$ cat src/rtl/osc_meas_sched_if.sv
// rtl/osc_meas_sched_if.sv - byte stream from the measurement sequencer to the UART transmitter
interface osc_meas_sched_if;
  logic [7:0] tx_data;
  logic       tx_valid;
  logic       tx_ready;

  modport master (output tx_data, output tx_valid, input tx_ready);
  modport slave  (input tx_data, input tx_valid, output tx_ready);
endinterface

$ cat src/rtl/osc_meas_sched.sv
// rtl/osc_meas_sched.sv - ring-oscillator measurement sequencer: settle, count window, capture, hysteresis flag, 3-byte record
module osc_meas_sched #(
  parameter int SETTLE_CYC = 16,
  parameter int WINDOW_CYC = 1024
) (
  input  logic             clk,
  input  logic             rst_n,
  input  logic             ena,
  input  logic             start,
  input  logic             auto_run,
  input  logic [1:0]       osc_mode,
  input  logic [15:0]      thr_lo,
  input  logic [15:0]      thr_hi,
  input  logic [15:0]      cnt_val,
  output logic             en_inv_osc,
  output logic             en_nand_osc,
  output logic             cnt_clr,
  output logic             cnt_en,
  output logic             temp_warn,
  output logic             meas_done,
  output logic             busy,
  osc_meas_sched_if.master tx
);
  localparam int MAX_CYC = (SETTLE_CYC > WINDOW_CYC) ? SETTLE_CYC : WINDOW_CYC;
  localparam int CW      = $clog2(MAX_CYC + 1);
  localparam logic [CW-1:0] SETTLE_LOAD = CW'(SETTLE_CYC - 1);
  localparam logic [CW-1:0] WINDOW_LOAD = CW'(WINDOW_CYC - 1);

  typedef enum logic [2:0] {IDLE, SETTLE, WINDOW, CAPTURE, SEND} state_t;

  state_t        state_q;
  logic [CW-1:0] cyc_q;
  logic [1:0]    byte_q;
  logic [15:0]   meas_q;
  logic          osc_q;       // oscillator of the measurement in flight (0 inverter, 1 NAND)
  logic          next_osc_q;  // alternate-mode pick for the next launch, survives IDLE
  logic          inv_q, nand_q, clr_q, en_q, warn_q, done_q, busy_q, txv_q;
  logic [7:0]    txd_q;
  logic          sel_osc_d;
  logic          warn_d;

  // Oscillator choice for a launch and the hysteresis decision on the live counter value
  always_comb begin
    sel_osc_d = osc_mode[1] ? next_osc_q : osc_mode[0];
    warn_d    = warn_q;
    if (cnt_val <= thr_lo) begin
      warn_d = 1'b1;
    end else if (cnt_val >= thr_hi) begin
      warn_d = 1'b0;
    end
  end

  // Sequencer FSM; every output is a register updated on the transition into its state
  always_ff @(posedge clk or negedge rst_n) begin
    if (!rst_n) begin
      state_q    <= IDLE;
      cyc_q      <= '0;
      byte_q     <= 2'd0;
      meas_q     <= 16'd0;
      osc_q      <= 1'b0;
      next_osc_q <= 1'b0;
      inv_q      <= 1'b0;
      nand_q     <= 1'b0;
      clr_q      <= 1'b0;
      en_q       <= 1'b0;
      warn_q     <= 1'b0;
      done_q     <= 1'b0;
      busy_q     <= 1'b0;
      txv_q      <= 1'b0;
      txd_q      <= 8'd0;
    end else if (!ena) begin
      // Abort: everything but the warn flag, the stored result and next_osc returns to idle values
      state_q <= IDLE;
      cyc_q   <= '0;
      byte_q  <= 2'd0;
      inv_q   <= 1'b0;
      nand_q  <= 1'b0;
      clr_q   <= 1'b0;
      en_q    <= 1'b0;
      done_q  <= 1'b0;
      busy_q  <= 1'b0;
      txv_q   <= 1'b0;
      txd_q   <= 8'd0;
    end else begin
      done_q <= 1'b0;
      case (state_q)
        IDLE: begin
          if (start || auto_run) begin
            state_q <= SETTLE;
            osc_q   <= sel_osc_d;
            inv_q   <= ~sel_osc_d;
            nand_q  <= sel_osc_d;
            clr_q   <= 1'b1;
            busy_q  <= 1'b1;
            cyc_q   <= SETTLE_LOAD;
          end
        end
        SETTLE: begin
          if (cyc_q == '0) begin
            state_q <= WINDOW;
            clr_q   <= 1'b0;
            en_q    <= 1'b1;
            cyc_q   <= WINDOW_LOAD;
          end else begin
            cyc_q <= cyc_q - 1'b1;
          end
        end
        WINDOW: begin
          if (cyc_q == '0) begin
            // Counting stops here; the result and flag are taken on the same edge
            state_q <= CAPTURE;
            en_q    <= 1'b0;
            inv_q   <= 1'b0;
            nand_q  <= 1'b0;
            meas_q  <= cnt_val;
            warn_q  <= warn_d;
            done_q  <= 1'b1;
            if (osc_mode[1]) begin
              next_osc_q <= ~next_osc_q;
            end
          end else begin
            cyc_q <= cyc_q - 1'b1;
          end
        end
        CAPTURE: begin
          state_q <= SEND;
          byte_q  <= 2'd0;
          txv_q   <= 1'b1;
          txd_q   <= {7'b1010000, osc_q};
        end
        SEND: begin
          if (txv_q && tx.tx_ready) begin
            if (byte_q == 2'd2) begin
              txv_q <= 1'b0;
              txd_q <= 8'd0;
              if (auto_run) begin
                state_q <= SETTLE;
                osc_q   <= sel_osc_d;
                inv_q   <= ~sel_osc_d;
                nand_q  <= sel_osc_d;
                clr_q   <= 1'b1;
                cyc_q   <= SETTLE_LOAD;
              end else begin
                state_q <= IDLE;
                busy_q  <= 1'b0;
              end
            end else begin
              byte_q <= byte_q + 2'd1;
              txd_q  <= (byte_q == 2'd0) ? meas_q[15:8] : meas_q[7:0];
            end
          end
        end
        default: state_q <= IDLE;
      endcase
    end
  end

  assign en_inv_osc  = inv_q;
  assign en_nand_osc = nand_q;
  assign cnt_clr     = clr_q;
  assign cnt_en      = en_q;
  assign temp_warn   = warn_q;
  assign meas_done   = done_q;
  assign busy        = busy_q;
  assign tx.tx_valid = txv_q;
  assign tx.tx_data  = txd_q;
endmodule
$ cat src/flat_wrapper.sv
// flat-port wrapper written by rule: the top's interface ports become plain ports
module osc_meas_sched_flat 
#(
  parameter int SETTLE_CYC = 16,
  parameter int WINDOW_CYC = 1024
)
  (clk, rst_n, ena, start, auto_run, osc_mode, thr_lo, thr_hi, cnt_val, en_inv_osc, en_nand_osc, cnt_clr, cnt_en, temp_warn, meas_done, busy, tx_tx_data, tx_tx_valid, tx_tx_ready);
  osc_meas_sched_if tx_i ();
  input  logic clk;
  input  logic rst_n;
  input  logic ena;
  input  logic start;
  input  logic auto_run;
  input  logic [1:0] osc_mode;
  input  logic [15:0] thr_lo;
  input  logic [15:0] thr_hi;
  input  logic [15:0] cnt_val;
  output logic en_inv_osc;
  output logic en_nand_osc;
  output logic cnt_clr;
  output logic cnt_en;
  output logic temp_warn;
  output logic meas_done;
  output logic busy;
  output wire logic [$bits(tx_i.tx_data)-1:0] tx_tx_data;
  output wire logic [$bits(tx_i.tx_valid)-1:0] tx_tx_valid;
  input wire logic [$bits(tx_i.tx_ready)-1:0] tx_tx_ready;
  assign tx_tx_data = tx_i.tx_data;
  assign tx_tx_valid = tx_i.tx_valid;
  assign tx_i.tx_ready = tx_tx_ready;
  osc_meas_sched #(.SETTLE_CYC(SETTLE_CYC), .WINDOW_CYC(WINDOW_CYC)) u_core (.clk(clk), .rst_n(rst_n), .ena(ena), .start(start), .auto_run(auto_run), .osc_mode(osc_mode), .thr_lo(thr_lo), .thr_hi(thr_hi), .cnt_val(cnt_val), .en_inv_osc(en_inv_osc), .en_nand_osc(en_nand_osc), .cnt_clr(cnt_clr), .cnt_en(cnt_en), .temp_warn(temp_warn), .meas_done(meas_done), .busy(busy), .tx(tx_i));
endmodule
$ cat config.mk
export PLATFORM = sky130hd
export DESIGN_NAME = osc_meas_sched_flat
export DESIGN_NICKNAME = d
export VERILOG_FILES = /design/src/rtl/osc_meas_sched_if.sv /design/src/rtl/osc_meas_sched.sv /design/src/flat_wrapper.sv
export SDC_FILE = /design/constraint.sdc
export NUM_CORES = 1
export LEC_CHECK = 0
export ABC_AREA = 1
export BUFFER_PORTS_ARGS = -buffer_cell sky130_fd_sc_hd__buf_2
export CORE_UTILIZATION = 47
export DETAILED_ROUTE_END_ITERATION = 7
export GPL_TIMING_DRIVEN = 0
export PLACE_DENSITY = 0.7
export SKIP_LAST_GASP = 1
export SLEW_MARGIN = 25
export SYNTH_ARGS = -nofsm -noshare
export SYNTH_HDL_FRONTEND = slang
export SYNTH_SLANG_ARGS = --single-unit
$ cat constraint.sdc
create_clock -name clk -period 2.46 [get_ports clk]
set_clock_uncertainty 0.2 [all_clocks]
set_input_delay 0.369 -clock clk [delete_from_list [all_inputs] [get_ports clk]]
set_output_delay 0.369 -clock clk [all_outputs]
set_load 0.02 [all_outputs]
---- Word level (Yosys, flattened, before mapping) ----
Cells that the tools add are included.
word-level totals
  register bits ........................... 50
  input bits .............................. 56
  output and inout port bits .............. 16
  word-level logic and storage cells ...... 128
cells by class
  add/subtract/negate cells ............... 2
  $lt $le $gt $ge ......................... 2
  equal/unequal tests ..................... 24
  multiplexer cells ....................... 63
  bitwise logic cells ..................... 2
  reduce and logical (&&, ||, !) cells .... 20
operator list
  cell                                                                   count
  11-bit 2-to-1 mux                                                      7
  11-bit case mux with 4 select lines                                    1
  1-bit 2-to-1 mux                                                       32
  8-bit 2-to-1 mux                                                       4
  6-bit AND reduction                                                    4
  3-bit 2-to-1 mux                                                       6
  16-bit >= comparator                                                   1
  16-bit less-or-equal comparator                                        1
  8-bit case mux with 2 select lines                                     1
  3-bit by 2-bit != test with 1-bit output (second input constant)       5
  3-bit case mux with 5 select lines                                     1
  3-bit != test (second input constant)                                  4
  3-bit AND reduction                                                    4
  11-bit logical NOT                                                     1
  11-bit by 1-bit subtractor with 11-bit output (second input constant)  1
  5-bit AND reduction                                                    2
  3-bit by 1-bit != test with 1-bit output (second input constant)       3
  1-bit case mux with 3 select lines                                     3
  4-bit by 1-bit != test with 1-bit output (second input constant)       2
  1-bit case mux with 2 select lines                                     4
  4-bit AND reduction                                                    2
  3-bit by 2-bit == test with 1-bit output (second input constant)       2
  2-bit 2-to-1 mux                                                       3
  2-bit by 1-bit != test with 1-bit output (second input constant)       3
  other kinds (14)                                                       16

---- Depth between registers and ports, before layout ----
Gate-level depths: netlist of run 1.
  depth in word-level cells ............... 7
  gate-level depth with buffers ........... 14
  depth with buffers taken out ............ 14

---- Least setup slack after synthesis of run 1 ----
Ideal clock, no wire load.
  path type ............................... flip-flop to flip-flop
  from .................................... reg u_core.cyc_q[0]
  to ...................................... reg u_core.meas_q[13]
  setup time .............................. 0.116 ns
  data arrival time ....................... 1.477 ns
  setup slack ............................. 0.666 ns
  stages on the path, launching flop included .. 12
  path buffers ............................ 2
  clock period less this slack ............ 1.794 ns
  cell sequence ........................... dfrtp_1 inv_1 ha_1 nand2_1 nor2_4 nand2_2 nor2_2 nand2_2 buf_6 buf_8 nand2_1 nand2_1
on the way
  cells in the longest elaborated chain, start to end .. 2
ends and longest elaborated chain
  element                               line                   source
  from (decl)                           osc_meas_sched.sv:32   logic [CW-1:0] cyc_q;
  from (signal assigned)                osc_meas_sched.sv:105  cyc_q <= cyc_q - 1'b1;
  from (signal assigned)                osc_meas_sched.sv:122  cyc_q <= cyc_q - 1'b1;
  11-bit logical NOT                    osc_meas_sched.sv:109  if (cyc_q == '0) begin
  3-bit AND reduction (no source line)  -
  to (signal assigned)                  osc_meas_sched.sv:115  meas_q <= cnt_val;
  to (decl)                             osc_meas_sched.sv:34   logic [15:0] meas_q;
Every way passes these cells.
A chain may end at the register's enable or synchronous reset.

---- Worst setup path in the final report of run 1 ----
  from .................................... reg u_core.cyc_q[0]
  to ...................................... reg u_core.meas_q[5]
The elaborated chain is that of the path after synthesis.

==> out/results.txt, run 1 <==
Placed wire-length estimate -> 5860 microns
Worst R2R Start -> u_core.cyc_q[0]$_DFFE_PN0P_
FF+latch area -> 1250 sq um
Cell variety after synth -> 36
Port buffer count -> 71
Critical Path AT -> 2.00 ns
FMAX -> 501 MHz
Cells after synthesis -> 464
Most frequent cells in the layout -> 152 x nand2_1, 71 x buf_2, 70 x inv_1
Tot GR Track Use -> 0.213
Cells on Worst Hold Path -> 3
Least-Margin Pin Slew -> 0.608 ns
Fin crit period -> 1.99 ns
P_leak -> 2.40 nW
Path depth of the worst reg2reg path -> 11
RSZ-0062 raised after global routing -> no
Gr ovfl total -> 0
CTS buffer count -> 5
First-pass GRT wire length -> 12,900 microns
R2R Setup Slk -> 0.47 ns
I/O pins -> 72
Max H-tree Level -> 2
Filler cells -> 676
Syn. warnings -> 0
Synthesized Nets -> 555
Crit-path max FO -> 10
Clock latency at the later pin of the worst-skew pair -> 0.31 ns
CORE AREA -> 6980 sq um
Min-delay src -> cnt_val[15]
Share of cells above drive strength 1 -> 0.213
Worst EP required -> 2.47 ns
Clock sink total -> 50
Max-cap viol count -> 0
Final setup fails -> 0
Die area -> 7750 sq um
Die Wd -> 88.0 microns
Via density -> 4.78
Crit start category -> register
Gpl congestion -> 0.850
Worst Hold Endpoint -> u_core.meas_q[15]$_DFFE_PN0P_
Largest net degree at the start of global routing -> 51
Reg clk slew, reported paths -> 0.10 ns
Worst setup path start -> u_core.cyc_q[0]$_DFFE_PN0P_
Antenna-violating nets left -> 0
Slew margin rel. -> 0.595
Final worst-path cycle share -> 0.811
Max IR drop VDD -> 0.000288 V
# DRC -> 0
Setup CP Type -> reg2reg
Post-synthesis cell area -> 3480 sq um
Crit. End Element -> register
Final Hold Vio Count -> 0
Vias -> 3,060
Initial DRC Count -> 98
Initial antenna violation count -> 0
Longest Clk Path Bufs -> 2
PD cells -> 819 nW/um^2
Clock root cell -> clkbuf_8
Status -> finished, final reports clean
CTS tree -> built
# diodes -> 0
Vias in the first global route -> 3,013
DRT Wirelength -> 7280 microns
Seq/Total Area, Yosys -> 0.360
Setup TNS -> 0 ns
Drt pass-1 iters -> 4
Avg Cell Area, Syn -> 7.50 sq um
Final WS setup -> 0.466 ns
Flops & latches, synth -> 50
Post-CTS Setup Bufs -> 0
NumNets Final -> 634
# rows -> 30
Commonest non-fill, non-tap cell in the layout -> nand2_1
Die height -> 88.0 microns
Worst hold path type -> in2reg
R2r endpoint -> u_core.meas_q[5]$_DFFE_PN0P_
Area occupied by multi-input gates -> 1880 sq um
Area delta synth->final -> 16.7%
Slew Viols, Final -> 0
Routed WL per cell -> 11.4 microns
Post-Place Setup Slack -> 0.467 ns
Initial core utilization -> 0.498
==> cells by family after synthesis <==
| family | Yosys count | share of synthesized area |
|---|---|---|
| AO/OA/AOI/OAI | 57 | 0.0910 |
| XOR/XNOR | 5 | 0.0126 |
| adder cells (fa/ha/maj) | 35 | 0.126 |
| buffers and inverters | 83 | 0.0996 |
| flip-flops | 50 | 0.360 |
| multiplexers | 4 | 0.0115 |
| AND/OR/NAND/NOR | 230 | 0.300 |
==> synthesized netlist by cell type, drive strengths merged <==
cell,count,area (sq um)
a21o,1,7.51
a21oi,14,70.1
a31oi,3,18.8
buf,5,53.8
clkbuf,2,7.51
dfrtp,50,1250
ha,35,438
inv,76,285
mux2i,4,40.0
nand2,159,619
nand3,16,90.1
nand3b,1,20.0
nand4,6,37.5
nor2,38,214
nor3,5,30.0
o2111ai,1,8.76
o211ai,2,15.0
o21ai,31,159
o31ai,5,37.5
or2,3,18.8
or3,2,12.5
xnor2,2,17.5
xor2,3,26.3
==> sequential cells by signal (all words and copies together), names as in the netlist <==
name                cells
u_core.temp_warn        1
u_core.en_inv_osc       1
u_core.tx.tx_valid      1
u_core.byte_q           2
u_core.tx.tx_data       8
u_core.state_q          3
u_core.next_osc_q       1
u_core.meas_done        1
u_core.meas_q          16
u_core.cyc_q           11
u_core.en_nand_osc      1
u_core.busy             1
u_core.osc_q            1
u_core.cnt_clr          1
u_core.cnt_en           1
==> cell type report <==
cell class	instances	share of cell area
plain buffers	7	0.0151
clock buffers	5	0.0170
clock inverters	3	0.00586
inverters	76	0.0703
multi-input cells	331	0.463
flip-flops and latches	50	0.308
well taps	96	0.0296
repair buffers	72	0.0906
==> critical path, stage by stage, from the launching register on <==
cell	delay (ns)
dfrtp_1	0.37
inv_1	0.10
ha_1	0.20
nand2_1	0.14
nor2_4	0.20
nand2_2	0.08
nor2_2	0.12
nand2_2	0.08
buf_6	0.15
buf_8	0.14
nand2_1	0.06
nand2_1	0.05
==> metrics by stage <==
stage	power (mW)	hold slack, ns	area [sq um]	util	cells
after floorplan	2.46	-0.127	3480	-	464
after global placement	2.81	0.251	3950	0.566	631
after detailed placement	2.85	0.227	3960	0.567	631
after CTS	3.37	0.0731	4060	0.581	640
after global routing	3.65	0.0933	4060	0.581	640
final	3.32	0.0819	4060	0.581	640
==> how the worst max path moves through the flow <==
stage                                    endpoint  cells after the start
floorplan           u_core.meas_q[13]$_DFFE_PN0P_                     11
global placement    u_core.meas_q[13]$_DFFE_PN0P_                     11
detailed placement   u_core.meas_q[7]$_DFFE_PN0P_                     11
CTS                  u_core.meas_q[5]$_DFFE_PN0P_                     11
global route        u_core.meas_q[10]$_DFFE_PN0P_                     11
finish               u_core.meas_q[5]$_DFFE_PN0P_                     11
==> repair_timing <==
action                                 CTS  global route
hold buffers                             1             0
resized for setup                        0             0
endpoints found under the hold margin   50             0
==> metal layers <==
metal | GRT usage | wire length [microns] | vias up
met5 | 0 | 0 | -
met4 | 0.0601 | 112 | 0
met3 | 0.0358 | 264 | 9
li1 | - | - | 1623
met2 | 0.387 | 3580 | 68
met1 | 0.259 | 3330 | 1360
==> power breakdown <==
| part | internal (mW) | switching [mW] | total, mW | leakage, nW |
|---|---|---|---|---|
| Clock | 0.204 | 0.290 | 0.494 | 0.0408 |
| Sequential | 1.10 | 0.202 | 1.30 | 0.653 |
| Combinational | 0.574 | 0.951 | 1.52 | 1.70 |
No activity file was read; power rests on OpenSTA's default activity.
==> run 2, diff against run 1 <==
--- a/config.mk
+++ b/config.mk
@@ -10,7 +10,7 @@
 export CORE_UTILIZATION = 47
 export DETAILED_ROUTE_END_ITERATION = 7
 export GPL_TIMING_DRIVEN = 0
-export PLACE_DENSITY = 0.7
+export PLACE_DENSITY = 0.73
 export SKIP_LAST_GASP = 1
 export SLEW_MARGIN = 25
 export SYNTH_ARGS = -nofsm -noshare
==> constraint.sdc (replaced) <==
create_clock -name clk -period 1.7 [get_ports clk]
set_clock_uncertainty 0.2 [all_clocks]
set_input_delay 0.255 -clock clk [delete_from_list [all_inputs] [get_ports clk]]
set_output_delay 0.255 -clock clk [all_outputs]
set_load 0.02 [all_outputs]
==> run 2 against run 1 <==
  * The run now ends with setup timing left
  * Cell area grew 15%
  * Sequential share of layout area shrank 4.0 points
  * Power grew 71%
  * Utilization grew 8.9 points
  * Flip-flop and latch count is the same
  * Die area is the same
  * First-iteration DRC count grew 12%
  * Combinational power grew 100%
  * Critical endpoint is now u_core.cyc_q[10]$_DFFE_PN0P_
==> out/results.txt, run 2 (synthesized netlist as in run 1, its figures left out) <==
CP bufs+invs -> 2 (was 3)
Clock sink total -> 50 (unchanged)
Tot GR Track Use -> 0.224 (was 0.213)
First-pass GRT wire length -> 13,700 microns (was 12,900 microns)
Worst R2R Start -> u_core.state_q[0]$_DFFE_PN0P_ (was u_core.cyc_q[0]$_DFFE_PN0P_)
Failing checks -> setup timing
Port buffer count -> 71 (unchanged)
Most frequent cells in the layout -> 130 x nand2_1, 71 x buf_2, 62 x inv_1 (was 152 x nand2_1, 71 x buf_2, 70 x inv_1)
NumNets Final -> 667 (was 634)
Reg clk slew, reported paths -> 0.09 ns (was 0.10 ns)
Comb power frac -> 0.536 (was 0.459)
Longest Clk Path Bufs -> 2 (unchanged)
Initial antenna violation count -> 0 (unchanged)
Slew Viols, Final -> 0 (unchanged)
Internal power -> 3.20 mW (was 1.88 mW)
Initial core utilization -> 0.498 (unchanged)
Crit-path max FO -> 6 (was 10)
RSZ-0062 raised after global routing -> yes (was no)
Sw frac -> 0.439 (was 0.434)
Worst path cell trace -> buf_4 > nand3_4 > nand2_4 > o21ai_1 > nor2_2 > nand2_2 > buf_6 > nand2_1 > o21ai_2 (was inv_1 > ha_1 > nand2_1 > nor2_4 > nand2_2 > nor2_2 > nand2_2 > buf_6 > buf_8 > nand2_1 > nand2_1)
Cells on Worst Hold Path -> 3 (unchanged)
R2r endpoint -> u_core.cyc_q[10]$_DFFE_PN0P_ (was u_core.meas_q[5]$_DFFE_PN0P_)
Vias in the first global route -> 3,174 (was 3,013)
Final setup fails -> 42 (was 0)
Clock root cell -> clkbuf_8 (unchanged)
FMAX -> 548 MHz (was 501 MHz)
P_leak -> 2.66 nW (was 2.40 nW)
PD cells -> 1220 nW/um^2 (was 819 nW/um^2)
Area delta synth->final -> 34.6% (was 16.7%)
Critical Path AT -> 1.82 ns (was 2.00 ns)
Vias -> 3,355 (was 3,060)
Fin crit period -> 1.82 ns (was 1.99 ns)
Min-delay src -> cnt_val[15] (unchanged)
Die area -> 7750 sq um (unchanged)
Max reg flops -> 16 (unchanged)
CP top delay family -> simple AND/OR/NAND/NOR gates (unchanged)
Commonest non-fill, non-tap cell in the layout -> nand2_1 (unchanged)
Sequential fraction of design power -> 0.343 (was 0.393)
Cell area after layout -> 4680 sq um (was 4060 sq um)
# diodes -> 0 (unchanged)
Placed wire-length estimate -> 6030 microns (was 5860 microns)
Worst Hold Endpoint -> u_core.meas_q[15]$_DFFE_PN0P_ (unchanged)
Worst hold path type -> in2reg (unchanged)
Setup TNS -> -2.87 ns (was 0 ns)
Crit. End Element -> register (unchanged)
Post-Place Setup Slack -> -0.156 ns (was 0.467 ns)
Initial DRC Count -> 110 (was 98)
Setup CP Type -> reg2reg (unchanged)
Max H-tree Level -> 2 (unchanged)
# rows -> 30 (unchanged)
Slew margin rel. -> 0.581 (was 0.595)
NetSw -> 2.50 mW (was 1.44 mW)
Die Wd -> 88.0 microns (unchanged)
Drt pass-1 iters -> 4 (unchanged)
CORE AREA -> 6980 sq um (unchanged)
Max IR drop VDD -> 0.000488 V (was 0.000288 V)
Max incr delay on CP -> 0.47 ns (was 0.37 ns)
CTS buffer count -> 5 (unchanged)
Critical-path top delay cell -> dfrtp_2 (was dfrtp_1)
Path depth of the worst reg2reg path -> 9 (was 11)
Die height -> 88.0 microns (unchanged)
Placed Area -> 3980 sq um (was 3960 sq um)
Status -> finished with violations (was finished, final reports clean)
Share of cells above drive strength 1 -> 0.348 (was 0.213)
Final WS setup -> -0.124 ns (was 0.466 ns)
DRT Wirelength -> 8810 microns (was 7280 microns)
Max-cap viol count -> 0 (unchanged)
Final Hold Vio Count -> 0 (unchanged)
CTS tree -> built (unchanged)
Final worst-path cycle share -> 1.07 (was 0.811)
Antenna-violating nets left -> 0 (unchanged)
Clock share of power -> 0.121 (was 0.149)
Via density -> 5.00 (was 4.78)
Least-Margin Pin Slew -> 0.629 ns (was 0.608 ns)
R2R Setup Slk -> -0.12 ns (was 0.47 ns)
Crit start category -> register (unchanged)
I/O pins -> 72 (unchanged)
Largest Register -> u_core.meas_q (unchanged)
Clock latency at the later pin of the worst-skew pair -> 0.30 ns (was 0.31 ns)
Largest net degree at the start of global routing -> 51 (unchanged)
Gpl congestion -> 0.849 (was 0.850)
# DRC -> 0 (unchanged)
Worst EP required -> 1.69 ns (was 2.47 ns)
Routed WL per cell -> 13.1 microns (was 11.4 microns)
Gr ovfl total -> 0 (unchanged)
-- run 2: changes by cell type in the layout (fill, tap and decap cells not counted), moves of 5 or more --
cell	before	now
buf_6	3	10
o31ai_1	5	0
nand2_2	6	17
nand2_4	1	12
inv_2	6	11
nand3_1	14	9
nor2_4	5	11
inv_1	70	62
buf_4	1	23
nand2_1	152	130
-- run 2: power by group through the flow --
| stage | Sequential [mW] | Combinational, mW | Clock, mW |
|---|---|---|---|
| finish | 1.95 | 3.05 | 0.692 |
| global route | 2.00 | 3.40 | 0.750 |
| CTS | 1.90 | 2.59 | 0.702 |
| detailed placement | 1.92 | 2.29 | 0 |
| global placement | 1.90 | 2.22 | 0 |
| floorplan | 1.97 | 1.64 | 0 |
-- run 2: how the worst max path moves through the flow --
| stage | from | endpoint | cells past startpoint |
|---|---|---|---|
| detailed placement | u_core.cyc_q[0]$_DFFE_PN0P_ | u_core.meas_q[12]$_DFFE_PN0P_ | 11 |
| global route | u_core.state_q[1]$_DFFE_PN0P_ | u_core.cyc_q[6]$_DFFE_PN0P_ | 9 |
| finish | u_core.state_q[0]$_DFFE_PN0P_ | u_core.cyc_q[10]$_DFFE_PN0P_ | 9 |
| floorplan | u_core.cyc_q[8]$_DFFE_PN0P_ | u_core.meas_q[13]$_DFFE_PN0P_ | 9 |
| global placement | u_core.cyc_q[1]$_DFFE_PN0P_ | u_core.meas_q[10]$_DFFE_PN0P_ | 11 |
| CTS | u_core.cyc_q[0]$_DFFE_PN0P_ | u_core.meas_q[9]$_DFFE_PN0P_ | 11 |
-- run 2: cell type report --
cell class | count | area [sq um]
fill | 579 | 2300
multi-input combinational | 331 | 2190
sequential | 50 | 1250
timing repair buffer | 106 | 671
inverter | 76 | 298
tap | 96 | 120
clock buffer | 6 | 82.6
buffer | 6 | 63.8
-- run 2: through the flow --
step	util	hold slack, ns	total power, mW	instances
floorplan	-	-0.241	3.61	464
global placement	0.569	0.253	4.12	631
detailed placement	0.569	0.119	4.21	631
CTS	0.611	0.000826	5.19	653
global route	0.671	0.00443	6.15	671
finish	0.671	0.00580	5.70	671
-- run 2: metal layers --
| layer | vias up | track usage | wire length [microns] |
|---|---|---|---|
| met3 | 11 | 0.0283 | 409 |
| met4 | 0 | 0.0484 | 125 |
| met1 | 1544 | 0.288 | 3820 |
| li1 | 1686 | - | - |
| met5 | - | 0 | 0 |
| met2 | 114 | 0.401 | 4460 |
-- run 2: repair_timing --
item / CTS / global route
pin swaps: 3 / 17
endpoints found under the setup margin: 40 / 44
resized for setup: 23 / 71
gates cloned: 2 / 2
setup buffers: 10 / 16
hold endpoints to repair: 54 / 0
hold buffers: 5 / 0
-- run 2: worst min-delay path: cells and delay by family --
family                 cells  cell delay (ns)
and+or+nand+nor            2             0.10
buffers and inverters      1             0.12
==> run 3, diff against run 2 <==
--- a/config.mk
+++ b/config.mk
@@ -11,6 +11,7 @@
 export DETAILED_ROUTE_END_ITERATION = 7
 export GPL_TIMING_DRIVEN = 0
 export PLACE_DENSITY = 0.73
+export SKIP_CTS_REPAIR_TIMING = 1
 export SKIP_LAST_GASP = 1
 export SLEW_MARGIN = 25
 export SYNTH_ARGS = -nofsm -noshare
==> run 3 against run 2 <==
  * The run ends with hold timing, setup timing left
  * Sequential power barely moved
  * Cell area decreased by 4.8%
  * Clock power fell by 2%
  * Utilization down 3.2 points
  * Register-to-register slack worse by 0.03 ns
  * Flip-flop and latch count stayed put
  * Power is 5.7% lower
  * Combinational power decreased by 10%
==> out/results.txt, run 3 (synthesized netlist as in run 1, its figures left out) <==
CTS buffer count -> 5 (unchanged)
NetSw -> 2.32 mW (was 2.50 mW)
Worst setup path start -> u_core.state_q[0]$_DFFE_PN0P_ (unchanged)
CORE AREA -> 6980 sq um (unchanged)
Hold Slack -> -0.0000340 ns (was 0.00580 ns)
Max-cap viol count -> 0 (unchanged)
Vias in the first global route -> 3,078 (was 3,174)
Slew Viols, Final -> 0 (unchanged)
Max reg flops -> 16 (unchanged)
PD cells -> 1200 nW/um^2 (was 1220 nW/um^2)
FF+latch area -> 1250 sq um (unchanged)
Clock share of power -> 0.126 (was 0.121)
Area delta synth->final -> 28.2% (was 34.6%)
Final WS setup -> -0.150 ns (was -0.124 ns)
CTS tree -> built (unchanged)
End point of the critical path -> u_core.byte_q[1]$_DFFE_PN0P_ (was u_core.cyc_q[10]$_DFFE_PN0P_)
Commonest non-fill, non-tap cell in the layout -> nand2_1 (unchanged)
R2R Setup Slk -> -0.15 ns (was -0.12 ns)
Port buffer count -> 71 (unchanged)
# diodes -> 0 (unchanged)
Largest net degree at the start of global routing -> 51 (unchanged)
Clock sink total -> 50 (unchanged)
Final worst-path cycle share -> 1.09 (was 1.07)
Largest Register -> u_core.meas_q (unchanged)
Longest Clk Path Bufs -> 2 (unchanged)
Crit start category -> register (unchanged)
Least-Margin Pin Slew -> 0.627 ns (was 0.629 ns)
I/O pins -> 72 (unchanged)
Routed WL per cell -> 12.2 microns (was 13.1 microns)
Sw frac -> 0.432 (was 0.439)
Placed wire-length estimate -> 6030 microns (unchanged)
Most frequent cells in the layout -> 127 x nand2_1, 70 x buf_2, 63 x inv_1 (was 130 x nand2_1, 71 x buf_2, 62 x inv_1)
Worst hold path type -> in2reg (unchanged)
Initial antenna violation count -> 0 (unchanged)
Initial core utilization -> 0.498 (unchanged)
P_leak -> 2.54 nW (was 2.66 nW)
NumNets Final -> 653 (was 667)
Antenna-violating nets left -> 0 (unchanged)
Max incr delay on CP -> 0.49 ns (was 0.47 ns)
First-pass GRT wire length -> 13,000 microns (was 13,700 microns)
Critical-path top delay cell -> dfrtp_2 (unchanged)
Comb power frac -> 0.509 (was 0.536)
Initial DRC Count -> 106 (was 110)
Final setup fails -> 35 (was 42)
Gpl congestion -> 0.849 (unchanged)
Worst R2R Start -> u_core.state_q[0]$_DFFE_PN0P_ (unchanged)
# DRC -> 0 (unchanged)
R2r endpoint -> u_core.byte_q[1]$_DFFE_PN0P_ (was u_core.cyc_q[10]$_DFFE_PN0P_)
Drt pass-1 iters -> 4 (unchanged)
RSZ-0062 raised after global routing -> yes (unchanged)
Gr ovfl total -> 0 (unchanged)
# rows -> 30 (unchanged)
Worst path cell trace -> nor2_4 > nand2_4 > nand3_1 > nand2_4 > a21oi_1 > nand3_1 > o21ai_0 (was buf_4 > nand3_4 > nand2_4 > o21ai_1 > nor2_2 > nand2_2 > buf_6 > nand2_1 > o21ai_2)
Path depth of the worst reg2reg path -> 7 (was 9)
Reg clk slew, reported paths -> 0.09 ns (about the same)
Area occupied by multi-input gates -> 2080 sq um (was 2190 sq um)
Crit-path max FO -> 6 (unchanged)
Tot GR Track Use -> 0.210 (was 0.224)
Status -> finished with violations (unchanged)
Slew margin rel. -> 0.582 (was 0.581)
Post-Place Setup Slack -> -0.156 ns (unchanged)
Failing checks -> hold timing, setup timing (was setup timing)
Die height -> 88.0 microns (unchanged)
DRT Wirelength -> 7990 microns (was 8810 microns)
Die Wd -> 88.0 microns (unchanged)
Setup CP Type -> reg2reg (unchanged)
Sequential fraction of design power -> 0.365 (was 0.343)
Worst EP required -> 1.70 ns (was 1.69 ns)
Fin crit period -> 1.85 ns (was 1.82 ns)
Critical Path AT -> 1.85 ns (was 1.82 ns)
Post-Place Cells -> 631 (unchanged)
Final Hold Vio Count -> 1 (was 0)
Share of cells above drive strength 1 -> 0.323 (was 0.348)
Fin cells -> 657 (was 671)
Max H-tree Level -> 2 (unchanged)
Filler cells -> 607 (was 579)
Via density -> 4.93 (was 5.00)
Internal power -> 3.05 mW (was 3.20 mW)
Die area -> 7750 sq um (unchanged)
Pwr Total -> 5.37 mW (was 5.70 mW)
Clock root cell -> clkbuf_8 (unchanged)
Vias -> 3,240 (was 3,355)
FMAX -> 540 MHz (was 548 MHz)
Crit. End Element -> register (unchanged)
Clock latency at the later pin of the worst-skew pair -> 0.30 ns (about the same)
Max IR drop VDD -> 0.000462 V (was 0.000488 V)
[run 3: changes by cell type in the layout (fill, tap and decap cells not counted), moves of 4 or more]
cell,change
nand3_2,-4
dlygate4sd3_1,-4
nand3_1,+5
nand2_4,-5
nand2_2,+8
buf_4,-8
[run 3: through the flow]
step / setup TNS [ns] / hold slack [ns] / util / instance area [sq um]
6_report: -2.39 / -0.0000340 / 0.639 / 4460
5_1_grt: -5.58 / 0.00119 / 0.639 / 4460
4_1_cts: -3.98 / -0.209 / 0.581 / 4060
3_5_place_dp: -3.17 / 0.119 / 0.569 / 3980
3_3_place_gp: -2.19 / 0.253 / 0.569 / 3970
2_1_floorplan: -0.109 / -0.241 / - / 3500
[run 3: worst max-delay path, delay by kind of cell (launching register included)]
kind,cells,cell delay (ns)
AOI/OAI and AO/OA,2,0.41
and+or+nand+nor,5,0.64
DFF,1,0.49
[run 3: final cells by class]
type,count,share of cell area
Sequential cell,50,0.281
Multi-Input combinational cell,331,0.467
Buffer,6,0.0143
Tap cell,96,0.0269
Timing Repair Buffer,92,0.128
Clock buffer,6,0.0185
Inverter,76,0.0640
[run 3: layer usage]
metal,up-vias,GRT usage,share of wire
li1,1657,-,-
met1,1492,0.278,0.46
met2,83,0.368,0.49
met3,8,0.0311,0.041
met4,0,0.0411,0.0088
met5,-,0,0
[run 3: how the worst min path moves through the flow]
stage               cells past startpoint                              to                        from  slack (ns)
floorplan                               0         u_core.busy$_DFFE_PN0P_                       rst_n       -0.24
global placement                        2      u_core.cnt_clr$_DFFE_PN0P_  u_core.cnt_clr$_DFFE_PN0P_        0.25
detailed placement                      1  u_core.en_nand_osc$_DFFE_PN0P_                       rst_n        0.12
CTS                                     1     u_core.cyc_q[8]$_DFFE_PN0P_                       rst_n       -0.21
global route                            3   u_core.meas_q[14]$_DFFE_PN0P_                 cnt_val[14]       0.001
finish                                  3    u_core.meas_q[2]$_DFFE_PN0P_                  cnt_val[2]    -0.00003
[run 3: power groups by stage]
| stage | registers [mW] | clock network, mW | logic [mW] |
|---|---|---|---|
| after global routing | 2.01 | 0.745 | 3.07 |
| after detailed placement | 1.92 | 0 | 2.29 |
| after floorplan | 1.97 | 0 | 1.64 |
| final | 1.96 | 0.678 | 2.73 |
| after global placement | 1.90 | 0 | 2.22 |
| after CTS | 1.90 | 0.702 | 2.30 |
